## src/rtl/qos_ingress_shaper_pkg.sv

```systemverilog
// Shared constants and VC state encoding for the QoS ingress shaper.
package qos_ingress_shaper_pkg;

    localparam int unsigned QUEUE_QUANTITY = 4;
    localparam int unsigned BUF_WIDTH      = 3;
    localparam int unsigned HOLD_DEPTH     = 2;
    localparam int unsigned DROP_CNT_BITS  = 8;

    localparam int unsigned VC_BITS        = $clog2(QUEUE_QUANTITY);
    localparam int unsigned DATA_BITS      = BUF_WIDTH + 1;
    localparam int unsigned HOLD_CNT_BITS  = $clog2(HOLD_DEPTH) + 1;

    typedef enum logic [1:0] {
        VC_RUN    = 2'd0,
        VC_PAUSED = 2'd1,
        VC_ERROR  = 2'd2
    } vc_state_e;

endpackage

```

## src/rtl/qos_ingress_shaper_hold_fifo.sv

```systemverilog
// Small per-VC holding queue with push/pop/flush and an occupancy count.
module ingress_hold_fifo #(
    parameter  int unsigned DEPTH = 2,
    parameter  int unsigned WIDTH = 4,
    localparam int unsigned PTR_W = $clog2(DEPTH),
    localparam int unsigned CNT_W = $clog2(DEPTH) + 1
) (
    input  logic             clk,
    input  logic             rst,
    input  logic             push_i,
    input  logic             pop_i,
    input  logic             flush_i,
    input  logic [WIDTH-1:0] data_i,
    output logic [WIDTH-1:0] data_o,
    output logic [CNT_W-1:0] count_o
);

    logic [WIDTH-1:0] mem_q [DEPTH];
    logic [PTR_W-1:0] wr_ptr_q;
    logic [PTR_W-1:0] rd_ptr_q;
    logic [CNT_W-1:0] count_q;

    // Storage carries no reset; contents are only read while count_q is non-zero.
    always_ff @(posedge clk) begin
        if (push_i) begin
            mem_q[wr_ptr_q] <= data_i;
        end
    end

    // Flush wins over a same-cycle push so an erroring VC ends empty.
    always_ff @(posedge clk) begin
        if (rst || flush_i) begin
            wr_ptr_q <= '0;
            rd_ptr_q <= '0;
            count_q  <= '0;
        end else begin
            if (push_i) begin
                wr_ptr_q <= wr_ptr_q + PTR_W'(1);
            end
            if (pop_i) begin
                rd_ptr_q <= rd_ptr_q + PTR_W'(1);
            end
            if (push_i && !pop_i) begin
                count_q <= count_q + CNT_W'(1);
            end else if (pop_i && !push_i) begin
                count_q <= count_q - CNT_W'(1);
            end
        end
    end

    assign data_o  = mem_q[rd_ptr_q];
    assign count_o = count_q;

endmodule

```

## src/rtl/qos_ingress_shaper.sv

```systemverilog
// Ingress shaper: per-VC hold queues, per-VC RUN/PAUSED/ERROR control and a
// round-robin issuer feeding the QoS block one word per cycle.
module qos_ingress_shaper
    import qos_ingress_shaper_pkg::*;
(
    input  logic                      clk,
    input  logic                      rst,
    input  logic                      enb,
    input  logic                      in_valid,
    input  logic [VC_BITS-1:0]        in_vc,
    input  logic [DATA_BITS-1:0]      in_data,
    output logic                      in_ready,
    input  logic [QUEUE_QUANTITY-1:0] pausa,
    input  logic [QUEUE_QUANTITY-1:0] continuar,
    input  logic [QUEUE_QUANTITY-1:0] error_full,
    output logic                      out_valid,
    output logic [VC_BITS-1:0]        vc_id,
    output logic [DATA_BITS-1:0]      data_word,
    output logic [QUEUE_QUANTITY-1:0] vc_paused,
    output logic [QUEUE_QUANTITY-1:0] vc_error,
    output logic [DROP_CNT_BITS-1:0]  drop_count
);

    vc_state_e                 state_q [QUEUE_QUANTITY];
    logic [HOLD_CNT_BITS-1:0]  count   [QUEUE_QUANTITY];
    logic [DATA_BITS-1:0]      head    [QUEUE_QUANTITY];
    logic [QUEUE_QUANTITY-1:0] push;
    logic [QUEUE_QUANTITY-1:0] pop;
    logic [QUEUE_QUANTITY-1:0] flush;
    logic [QUEUE_QUANTITY-1:0] eligible;
    logic [VC_BITS-1:0]        rr_q;
    logic [VC_BITS-1:0]        rr_d;
    logic [VC_BITS-1:0]        win;
    logic                      found;
    logic                      issue;
    logic                      accept;
    logic                      in_vc_err;
    logic                      out_valid_q;
    logic [VC_BITS-1:0]        vc_id_q;
    logic [DATA_BITS-1:0]      data_word_q;
    logic [DROP_CNT_BITS-1:0]  drop_count_q;

    // Ready looks only at registered state, so it never depends on this cycle's issue.
    assign in_vc_err = (state_q[in_vc] == VC_ERROR);
    assign in_ready  = enb & (in_vc_err | (count[in_vc] < HOLD_CNT_BITS'(HOLD_DEPTH)));
    assign accept    = in_valid & in_ready;

    always_comb begin
        push      = '0;
        flush     = '0;
        eligible  = '0;
        vc_paused = '0;
        vc_error  = '0;
        for (int v = 0; v < int'(QUEUE_QUANTITY); v++) begin
            push[v]      = accept & ~in_vc_err & (in_vc == VC_BITS'(v));
            flush[v]     = enb & error_full[v] & (state_q[v] != VC_ERROR);
            eligible[v]  = (state_q[v] == VC_RUN) & (count[v] != '0);
            vc_paused[v] = (state_q[v] == VC_PAUSED);
            vc_error[v]  = (state_q[v] == VC_ERROR);
        end
    end

    // Round robin: first eligible VC at or after rr_q, wrapping.
    always_comb begin
        found = 1'b0;
        win   = '0;
        for (int i = 0; i < int'(QUEUE_QUANTITY); i++) begin
            if (!found && eligible[VC_BITS'((int'(rr_q) + i) % int'(QUEUE_QUANTITY))]) begin
                found = 1'b1;
                win   = VC_BITS'((int'(rr_q) + i) % int'(QUEUE_QUANTITY));
            end
        end
        issue = enb & found;
        rr_d  = (win == VC_BITS'(QUEUE_QUANTITY - 1)) ? '0 : win + VC_BITS'(1);
        pop   = '0;
        for (int v = 0; v < int'(QUEUE_QUANTITY); v++) begin
            pop[v] = issue & (win == VC_BITS'(v));
        end
    end

    for (genvar g = 0; g < int'(QUEUE_QUANTITY); g++) begin : g_vc
        ingress_hold_fifo #(
            .DEPTH (HOLD_DEPTH),
            .WIDTH (DATA_BITS)
        ) u_fifo (
            .clk     (clk),
            .rst     (rst),
            .push_i  (push[g]),
            .pop_i   (pop[g]),
            .flush_i (flush[g]),
            .data_i  (in_data),
            .data_o  (head[g]),
            .count_o (count[g])
        );
    end

    // Per-VC control, arbiter pointer, drop counter and registered issue port.
    always_ff @(posedge clk) begin
        if (rst) begin
            for (int v = 0; v < int'(QUEUE_QUANTITY); v++) begin
                state_q[v] <= VC_RUN;
            end
            rr_q         <= '0;
            out_valid_q  <= 1'b0;
            vc_id_q      <= '0;
            data_word_q  <= '0;
            drop_count_q <= '0;
        end else if (enb) begin
            for (int v = 0; v < int'(QUEUE_QUANTITY); v++) begin
                if (error_full[v]) begin
                    state_q[v] <= VC_ERROR;
                end else if (state_q[v] == VC_RUN && pausa[v]) begin
                    state_q[v] <= VC_PAUSED;
                end else if (state_q[v] == VC_PAUSED && !pausa[v] && continuar[v]) begin
                    state_q[v] <= VC_RUN;
                end
            end
            if (issue) begin
                rr_q <= rr_d;
            end
            out_valid_q <= issue;
            vc_id_q     <= issue ? win : '0;
            data_word_q <= issue ? head[win] : '0;
            if (accept && in_vc_err && (drop_count_q != {DROP_CNT_BITS{1'b1}})) begin
                drop_count_q <= drop_count_q + DROP_CNT_BITS'(1);
            end
        end else begin
            out_valid_q <= 1'b0;
            vc_id_q     <= '0;
            data_word_q <= '0;
        end
    end

    assign out_valid  = out_valid_q;
    assign vc_id      = vc_id_q;
    assign data_word  = data_word_q;
    assign drop_count = drop_count_q;

endmodule

```

## config.mk

```make
export PLATFORM = sky130hd
export DESIGN_NAME = qos_ingress_shaper
export DESIGN_NICKNAME = d
export VERILOG_FILES = /design/src/rtl/qos_ingress_shaper_pkg.sv /design/src/rtl/qos_ingress_shaper_hold_fifo.sv /design/src/rtl/qos_ingress_shaper.sv
export SDC_FILE = /design/constraint.sdc
export NUM_CORES = 1
export LEC_CHECK = 0
export CORE_ASPECT_RATIO = 1.1
export CORE_MARGIN = 2
export CORE_UTILIZATION = 45
export DETAILED_ROUTE_END_ITERATION = 10
export GPL_ROUTABILITY_DRIVEN = 0
export PLACE_DENSITY = 0.67
export SLEW_MARGIN = 20
export SYNTH_ARGS = -nofsm -noshare
export SYNTH_HDL_FRONTEND = slang
export SYNTH_SLANG_ARGS = --single-unit
```

## constraint.sdc

```tcl
create_clock -name clk -period 3 [get_ports clk]
set_input_delay 0.45 -clock clk [delete_from_list [all_inputs] [get_ports clk]]
set_output_delay 0.45 -clock clk [all_outputs]
set_load 0.05 [all_outputs]
```

==> impl_results.md, run 1 <==
- Worst hold path cell count: 2
- Pwr/cell area: 501 nW/µm²
- Startpoint of the worst register-to-register path: state_q[0][1]
- Share of post-route cells with drive strength above 1: 15.1%
- Overall die height: 98.0 µm
- Largest net degree at the start of global routing: 21
- Max stage delay cell, worst path: edfxtp_1
- Vias post-DR: 2421
- Post-route clock skew: 0.0119 ns
- Total Wirelength: 6970 µm
- CTS buffer count: 9
- Most frequent cells in the layout: clkdlybuf4s50_1 (44), edfxtp_1 (40), nor2_1 (37), dfxtp_1 (37), mux2i_1 (25)
- Post-synth design cell area: 3620 µm²
- Max Buffers Root-to-Sink: 2
- Multi-input combinational cell area: 1580 µm²
- Critical path class: flop to flop
- Endpoints failing setup: 0
- Crit path arrival time: 3.13 ns
- Worst slew slack as a fraction of its limit: 45.6%
- Via density: 5.13
- Primary FF master, synth: edfxtp_1
- Total die area: 8770 µm²
- Clock transition at path regs: 0.08 ns
- Portion of the post-synthesis area used by sequential elements: 53.7%
- Syn_nets: 331
- Final Net Count: 386
- CTS tree: built
- Post-route clock period utilization: 95.1%
- Total of max-cap violations: 0
- Number of gates resized after cts: 0
- Total DRC errors in the routed layout: 0
- Num Clock Sinks: 77
- First-pass GRT wire length: 11500 µm
- FF-to-FF End: g_vc[1].u_fifo.count_o[1]
- Synthesis warning total: 0
- Number of top-level pins: 46
- Worst Hold Endpoint: g_vc[3].u_fifo.count_o[1]
- Time the worst path needs with I/O delays and setup: 2.85 ns
- Antenna Diode Count: 0
- Minimum hold slack: 0.517 ns
- Vias in the first global route: 2377
- Startpoint of the worst hold path: g_vc[3].u_fifo.count_o[1]
- Hold_buf cts: 0
- Clock H-tree levels: 3
- Remaining antenna violation count: 0
- Instance count of the mapped netlist: 304
- Initial core utilization: 46.0%
- VDD IR max: 0.000245 V
- Worst setup SP type: flop
- Most common library cell in the layout ignoring fill and taps: clkdlybuf4s50_1
- Aggregate global routing overflow: 0
- Std cell rows: 34
- Synthesized area divided by synthesized cell count: 11.9 µm²
- Buffers inserted by post-CTS timing repair: 0
- Placed wire-length estimate: 5290 µm
- Measured slew at the worst slew-check pin: 0.805 ns
- Critical-path cell list: or2_1, nor2_1, a21oi_1, o22a_1, nor3_2, inv_1, ha_1, or3_1, a21oi_1
- Total of fill cells in the finished design: 675
- Length of the first detailed-routing pass in iterations: 4
- Hold violation total from the final report: 0
- Hold WC Path Type: flop to flop
- Final setup margin: 0.147 ns
- Initial antenna violation count: 0
- Number of cells traversed by the worst register-to-register path: 9
- Distinct cell type count of the synthesized netlist: 54
- Critical path required time: 3.28 ns
- Width of the die: 89.5 µm
- Leakage dissipation: 1.63 nW
- Count of flip-flops with a built-in enable after synthesis: 40
- Worst path most repeated cell: a21oi_1
- Sequential cell area in the final layout: 1940 µm²
- Clock insertion delay at the later pin of the skew report: 0.35 ns
- Kind of end point of the critical path: flop
- Worst Setup Slack post-DPL: 0.127 ns
- Unrepaired setup endpoints after global routing: false
- Cell chosen for the clock root: clkbuf_8
- Sum Neg Setup Slack: 0 ns
- Post-DR wirelength/cell: 14.8 µm
- Util after Layout: 56.2%
- Synthesis-to-layout area growth: 22.3%
- Final number of max-transition violations: 0
- Outcome: finished clean
- Total global-route track usage: 17.4%
- Core ar.: 7870 µm²
- Flop-to-flop setup slack: 0.15 ns
- Synth Register Bits: 77
- Initial drt markers: 137
- Upper clock frequency limit: 350 MHz
- Longest individual stage delay on the worst path: 0.45 ns
- Number of buffer cells added on primary ports: 45
- Post-synthesis async set-or-reset flop share: 0%
- Maximum fanout encountered on the critical timing path: 5
-- cell type report --
cell class / instances / area share (%)
Clock inverter: 4 / 1.10
Inverter: 14 / 1.19
Clock buffer: 12 / 3.28
Timing Repair Buffer: 53 / 11.8
Sequential cell: 77 / 43.9
Multi-Input combinational cell: 204 / 35.7
Tap cell: 108 / 3.05
-- flip-flops by register name, indices dropped and copies added (netlist names), named ones only --
signal / flops
rr_q: 2
g_vc.u_fifo.mem_q: 32
g_vc.u_fifo.rd_ptr_q: 4
g_vc.u_fifo.count_o: 8
g_vc.u_fifo.wr_ptr_q: 4
data_word: 4
state_q: 8
drop_count: 8
out_valid: 1
vc_id: 2
-- worst max path at each step --
stage,start,slack (ns),end,cells past startpoint
floorplan,state_q[3][0],0.32,in_ready,3
global placement,in_vc[0],0.15,g_vc[0].u_fifo.count_o[1],7
detailed placement,in_vc[0],0.13,g_vc[0].u_fifo.count_o[1],7
CTS,state_q[0][1],0.13,g_vc[1].u_fifo.count_o[1],9
global route,state_q[0][1],0.01,g_vc[1].u_fifo.count_o[1],9
finish,state_q[0][1],0.15,g_vc[1].u_fifo.count_o[1],9
-- where the power goes --
part	internal, mW	switching, mW
Clock	0.405	0.355
Combinational	0.129	0.166
Sequential	1.14	0.0272
-- worst max-delay path, delay by kind of cell (launching register included) --
kind | cells | cell delay (ns)
fa+ha+maj | 1 | 0.34
simple gates | 4 | 1.34
flops | 1 | 0.45
compound gates | 3 | 0.56
buf+inv | 1 | 0.08
-- metal layers --
metal	up-vias	share of wire, %	global-route usage (%)
met5	-	0	0
met3	13	3.9	3.72
met2	44	48	27.4
met4	0	2.0	7.23
li1	1209	-	-
met1	1155	46	23.2
-- logic make-up (layout without fill, tap and decap cells) --
logic type	after synthesis	after routing	synth area share (%)
muxes	34	34	10.3
xor gates and xnor gates	20	20	4.84
and+or+nand+nor	103	103	16.7
AOI/OAI and AO/OA	42	42	10.1
adders and majority gates	5	5	1.73
buffers and inverters	23	83	2.63
DFF	77	77	53.7
-- metrics by stage --
step / total power [mW] / instance area [µm²] / instances
floorplan: 1.38 / 3620 / 304
global placement: 1.48 / 4230 / 456
detailed placement: 1.48 / 4230 / 456
CTS: 2.24 / 4420 / 472
global route: 2.31 / 4420 / 472
finish: 2.22 / 4420 / 472
-- Yosys cell counts, types with 3 or more instances --
master	count	area, µm²
a21oi_1	7	35.0
mux2i_1	25	250
nand2_1	9	33.8
and4b_1	3	30.0
xnor2_1	6	52.6
xor2_1	14	123
a22o_1	4	35.0
inv_1	14	52.6
ha_1	5	62.6
nor2b_1	6	37.5
edfxtp_1	40	1200
nor2_1	37	139
and2_1	9	56.3
nand2b_1	6	37.5
clkbuf_1	3	11.3
a31o_2	6	52.6
mux2_2	7	78.8
o21ai_0	9	45.0
nand4_1	6	37.5
dfxtp_1	37	741
buf_1	4	15.0
nand2b_4	4	55.1
or3_1	4	25.0
(Power assumes the default switching activity.)
==> run 2: changes to the inputs <==
Settings changed: CORE_UTILIZATION 45 to 55, PLACE_DENSITY 0.67 to 0.8, SYNTH_HIERARCHICAL from default to 1.
==> run 2 against run 1 <==
  * Final cell count is 5.7% lower
  * Combinational power hardly changed
  * Utilization is 14 points higher
  * Clock-buffer cell count is 1 lower
==> impl_results.md, run 2 <==
- Most common library cell in the layout ignoring fill and taps: clkdlybuf4s50_1
- Final number of max-transition violations: 0
- Length of the first detailed-routing pass in iterations: 4
- Synthesized area divided by synthesized cell count: 11.8 µm²
- Post-route clock skew: 0.00903 ns
- VDD IR max: 0.000251 V
- Aggregate global routing overflow: 0
- Total of fill cells in the finished design: 465
- Combinational group share of total power: 13.7%
- Critical-path cell list: nor2b_2, mux4_2, nor3_2, nor3b_1, ha_1, or3_1, a211oi_1
- Overall die height: 87.3 µm
- Via density: 5.42
- Yosys top cell by area: edfxtp_1
- Std cell rows: 30
- Remaining antenna violation count: 0
- Kind of end point of the critical path: flop
- Worst Setup Slack post-DPL: -0.0613 ns
- Initial core utilization: 56.7%
- Synthesis-to-layout area growth: 23.0%
- Final setup margin: 0.242 ns
- Placed instance count: 429
- Clock insertion delay at the later pin of the skew report: 0.34 ns
- Measured slew at the worst slew-check pin: 0.504 ns
- First element of the critical path: state_q[0][1]
- Non-filler instance count after layout: 445
- Largest net degree at the start of global routing: 35
- Total of max-cap violations: 0
- Critical path required time: 3.26 ns
- Post-DR wirelength/cell: 15.6 µm
- Maximum fanout encountered on the critical timing path: 7
- Synth Register Bits: 77
- Total global-route track usage: 21.8%
- Max stage delay cell, worst path: edfxtp_1
- Pwr/cell area: 500 nW/µm²
- Hold_buf cts: 0
- Worst slew slack as a fraction of its limit: 66.3%
- Portion of the post-synthesis area used by sequential elements: 56.0%
- Number of top-level pins: 46
- Number of cells traversed by the worst register-to-register path: 7
- Capture point of the critical path: g_vc[0].u_fifo/count_o[1]
- Syn_nets: 322
- Startpoint of the worst hold path: g_vc[0].u_fifo/count_o[1]
- Longest individual stage delay on the worst path: 0.51 ns
- Final Net Count: 387
- Number of gates resized after cts: 0
- Max reg flops: 32
- Minimum hold slack: 0.534 ns
- Leakage dissipation: 1.55 nW
- Top reg by flops: g_vc.u_fifo/mem_q
- Clock group share of total power: 31.6%
- Vias post-DR: 2412
- Cell chosen for the clock root: clkbuf_8
- Total DRC errors in the routed layout: 0
- Initial antenna violation count: 0
- Area fraction of the dominant cell type after synthesis: 34.6%
- Share of post-route cells with drive strength above 1: 15.9%
- Clock transition at path regs: 0.08 ns
- Post-route clock period utilization: 91.9%
- Total Wirelength: 6920 µm
- Primary FF master, synth: edfxtp_1
- Sequential fraction of design power: 54.6%
- Post-synthesis async set-or-reset flop share: 0%
- Initial drt markers: 135
- Vias in the first global route: 2437
- Hold violation total from the final report: 0
- CTS buffer count: 9
- Net switching fraction of the power: 26.3%
- Instance count of the mapped netlist: 295
- Outcome: finished clean
- Startpoint of the worst register-to-register path: state_q[0][1]
- Upper clock frequency limit: 363 MHz
- Synthesis warning total: 6
- Max Buffers Root-to-Sink: 2
- Placed wire-length estimate: 5180 µm
- Post-synth design cell area: 3470 µm²
- Number of buffer cells added on primary ports: 45
- Clock H-tree levels: 3
- Unrepaired setup endpoints after global routing: false
- Critical path class: flop to flop
- Total die area: 6960 µm²
- Count of flip-flops with a built-in enable after synthesis: 40
- Largest cells by area after synthesis: edfxtp_1 (35%), dfxtp_1 (21%), mux2_2 (6.8%)
- Flop-to-flop setup slack: 0.24 ns
- Cell with the most instances after synthesis: edfxtp_1
- Antenna Diode Count: 0
- CTS tree: built
- FF-to-FF End: g_vc[0].u_fifo/count_o[1]
- Switching pwr: 0.561 mW
- Endpoints failing setup: 0
- Most used standard cells in the synthesized netlist: edfxtp_1 (40), dfxtp_1 (37), nor2_1 (25)
- Num Clock Sinks: 77
- Width of the die: 79.7 µm
- Worst setup SP type: flop
- Crit path arrival time: 3.01 ns
- Distinct cell type count of the synthesized netlist: 46
- Core ar.: 6120 µm²
- Time the worst path needs with I/O delays and setup: 2.76 ns
- Buffers inserted by post-CTS timing repair: 0
- Hold WC Path Type: flop to flop
- Internal power: 1.57 mW
- Most frequent cells in the layout: clkdlybuf4s50_1 (44), edfxtp_1 (40), dfxtp_1 (37)
- First-pass GRT wire length: 11400 µm
## run 2: changes by cell type after synthesis, moves of 5 or more
| cell | delta |
|---|---|
| a21oi_1 | -5 |
| a31o_2 | -5 |
| inv_1 | -6 |
| mux2_1 | +5 |
| mux2_2 | +14 |
| mux2i_1 | -23 |
| nor2_1 | -12 |
| nor2b_1 | +6 |
| nor3_1 | +21 |
## run 2: cell families after synthesis
| logic type | share of synthesized area, % |
|---|---|
| simple gates | 17.5 |
| flops | 56.0 |
| fa+ha+maj | 1.80 |
| compound gates | 6.60 |
| buf+inv | 1.73 |
| xor+xnor | 6.06 |
| mux | 10.3 |
## run 2: worst min path at each step
stage | to | cells past startpoint | slack, ns
CTS | g_vc[0].u_fifo/count_o[1] | 2 | 0.54
global route | g_vc[0].u_fifo/count_o[1] | 2 | 0.55
finish | g_vc[0].u_fifo/count_o[1] | 2 | 0.53
global placement | g_vc[0].u_fifo/count_o[1] | 2 | 0.50
floorplan | g_vc[0].u_fifo/count_o[1] | 2 | 0.47
detailed placement | g_vc[0].u_fifo/count_o[1] | 2 | 0.52
## run 2: layout make-up
cell class / count / area, µm² / area share (%)
clock buffer: 11 / 131 / 3.08
sequential: 77 / 1940 / 45.5
timing repair buffer: 58 / 558 / 13.1
clock inverter: 5 / 35.0 / 0.821
tap: 80 / 100 / 2.35
inverter: 9 / 33.8 / 0.792
multi-input combinational: 205 / 1470 / 34.4
## run 2: metrics by stage
step	area (µm²)	utilization (%)	power, mW	setup TNS (ns)
after global placement	4100	67.0	1.47	0
after floorplan	3470	-	1.36	0
after CTS	4270	69.8	2.14	0
after global routing	4270	69.8	2.22	0
final	4270	69.8	2.13	0
after detailed placement	4100	67.0	1.48	-0.0613
## run 2: per-layer routing
layer  share of wire [%]  up-vias  global-route usage, %
met5                   0        -                      0
met4                 1.1        0                   8.32
met3                 4.4        6                   4.46
met2                  51       63                   37.9
met1                  44     1143                   26.9
li1                    -     1200                      -
## run 2: worst max-delay path, delay by kind of cell, from the launching register on
family	cells	cell delay, ns
simple gates	4	1.13
flops	1	0.51
mux	1	0.49
fa+ha+maj	1	0.31
compound gates	1	0.23
## run 2: power by group through the flow
stage / registers, mW / logic, mW / clock network (mW)
floorplan: 1.20 / 0.170 / 0
global placement: 1.19 / 0.285 / 0
detailed placement: 1.19 / 0.292 / 0
CTS: 1.17 / 0.294 / 0.686
global route: 1.17 / 0.318 / 0.734
finish: 1.17 / 0.293 / 0.675
==> run 3: changes to the inputs <==
Settings changed: GPL_TIMING_DRIVEN from default to 0.
==> run 3 against run 2 <==
  * Non-clock buffer count fell by 6
  * Worst hold slack got worse by 0.0041 ns
  * Highest routed layer unchanged
  * Largest cell class unchanged
  * Critical path depth grew 1
  * Design area decreased by 0.29%
  * Critical path type unchanged
  * Register-to-register slack worse by 0.09 ns
  * Largest power group unchanged
  * Critical endpoint is now g_vc[1].u_fifo/count_o[1]
==> impl_results.md, run 3 (synthesized netlist as in run 2, its figures left out) <==
- Worst slew slack as a fraction of its limit: 37.8%
- Placed wire-length estimate: 4820 µm
- Overall die height: 87.3 µm
- Total DRC errors in the routed layout: 0
- Crit path arrival time: 3.09 ns
- Total of max-cap violations: 0
- Share of post-route cells with drive strength above 1: 14.5%
- Most frequent cells in the layout: clkdlybuf4s50_1 (42), edfxtp_1 (40), dfxtp_1 (37)
- Initial drt markers: 130
- Most common library cell in the layout ignoring fill and taps: clkdlybuf4s50_1
- CTS tree: built
- Post-DR wirelength/cell: 15.0 µm
- Hold_buf cts: 0
- Hold WC Path Type: flop to flop
- Total of fill cells in the finished design: 462
- Via density: 5.33
- Total Wirelength: 6600 µm
- Worst setup SP type: flop
- Kind of end point of the critical path: flop
- Max Buffers Root-to-Sink: 2
- Post-route clock period utilization: 94.9%
- Largest net degree at the start of global routing: 27
- Vias in the first global route: 2231
- Endpoints failing setup: 0
- Clock insertion delay at the later pin of the skew report: 0.35 ns
- Core ar.: 6120 µm²
- Total die area: 6960 µm²
- Width of the die: 79.7 µm
- Number of buffer cells added on primary ports: 45
- Std cell rows: 30
- Post-route clock skew: 0.00909 ns
- Critical path required time: 3.25 ns
- Length of the first detailed-routing pass in iterations: 4
- Cell chosen for the clock root: clkbuf_8
- Hold violation total from the final report: 0
- Final number of max-transition violations: 0
- Clock H-tree levels: 3
- Outcome: finished clean
- Leakage dissipation: 1.54 nW
- Number of top-level pins: 46
- Sequential cell area in the final layout: 1940 µm²
- Maximum fanout encountered on the critical timing path: 7
- Initial core utilization: 56.7%
- Initial antenna violation count: 0
- Multi-input combinational cell area: 1480 µm²
- Time the worst path needs with I/O delays and setup: 2.85 ns
- Standard cell area after detailed placement: 4020 µm²
- Unrepaired setup endpoints after global routing: false
- Final non-filler cell area: 4260 µm²
- Measured slew at the worst slew-check pin: 0.929 ns
- Remaining antenna violation count: 0
- Top reg by flops: g_vc.u_fifo/mem_q
- Clock transition at path regs: 0.07 ns
- Minimum hold slack: 0.530 ns
- Aggregate global routing overflow: 0
- Synthesis-to-layout area growth: 22.6%
- Critical path class: flop to flop
- Final Net Count: 381
- Antenna Diode Count: 0
- Total global-route track usage: 20.3%
- Vias post-DR: 2340
- VDD IR max: 0.000273 V
- Max reg flops: 32
- Num Clock Sinks: 77
- CTS buffer count: 9
- Upper clock frequency limit: 351 MHz
- Pwr/cell area: 519 nW/µm²
- First-pass GRT wire length: 10400 µm
run 3: cell count changes in the layout (fill, tap and decap cells not counted), sizes merged:
cell / delta
buf: -9
clkinvlp: -1
dlymetal6s2s: +2
dlygate4sd2: +1
bufinv: +1
clkinv: +1
clkdlybuf4s50: -2
clkbuf: +2
inv: -1
run 3: cell type report:
cell class	count	area share, %
Sequential cell	77	45.6
Multi-Input combinational cell	205	34.9
Timing Repair Buffer	48	11.2
Clock buffer	11	3.09
Tap cell	80	2.35
Clock inverter	5	1.44
Inverter	9	0.794
Buffer	4	0.617
run 3: power breakdown:
part / switching (mW) / internal, mW
clock: 0.372 / 0.388
combinational: 0.162 / 0.125
sequential: 0.0265 / 1.14
total: 0.560 / 1.65
run 3: final timing paths:
check | startpoint | to | slack (ns) | cells past startpoint
min | g_vc[2].u_fifo/count_o[1] | g_vc[2].u_fifo/count_o[1] | 0.53 | 2
min reg2reg | g_vc[2].u_fifo/count_o[1] | g_vc[2].u_fifo/count_o[1] | 0.53 | 2
max | state_q[0][1] | g_vc[1].u_fifo/count_o[1] | 0.15 | 8
max reg2reg | state_q[0][1] | g_vc[1].u_fifo/count_o[1] | 0.15 | 8
run 3: repair_timing:
| item | 4_1_cts | 5_1_grt |
|---|---|---|
| resized for setup | 2 | 5 |
| setup buffers | 0 | 3 |
| pin swaps | 0 | 1 |
| setup endpoints to repair | 2 | 3 |
run 3: per-layer routing:
metal	track usage (%)	vias to the layer above	wire, µm
met4	8.32	0	121
met2	35.1	53	3230
met1	23.9	1089	2950
li1	-	1187	-
met3	5.29	11	292
met5	0	-	0
run 3: stage by stage:
stage	std cells	TNS (ns)	power [mW]	setup WS (ns)	utilization [%]
floorplan	295	0	1.36	0.140	-
global placement	420	-2.85	1.46	-0.515	65.7
detailed placement	420	-3.85	1.47	-0.609	65.7
CTS	436	0	2.22	0.00271	68.9
global route	439	0	2.29	0.00369	69.6
finish	439	0	2.21	0.152	69.6
run 3: critical path: stages, from the launching register on:
cell      delay (ns)
edfxtp_1        0.51
nor2b_2         0.24
mux4_2          0.51
nor3_2          0.27
nand2_1         0.10
nor2_2          0.21
ha_1            0.31
or3_1           0.36
a211oi_1        0.22
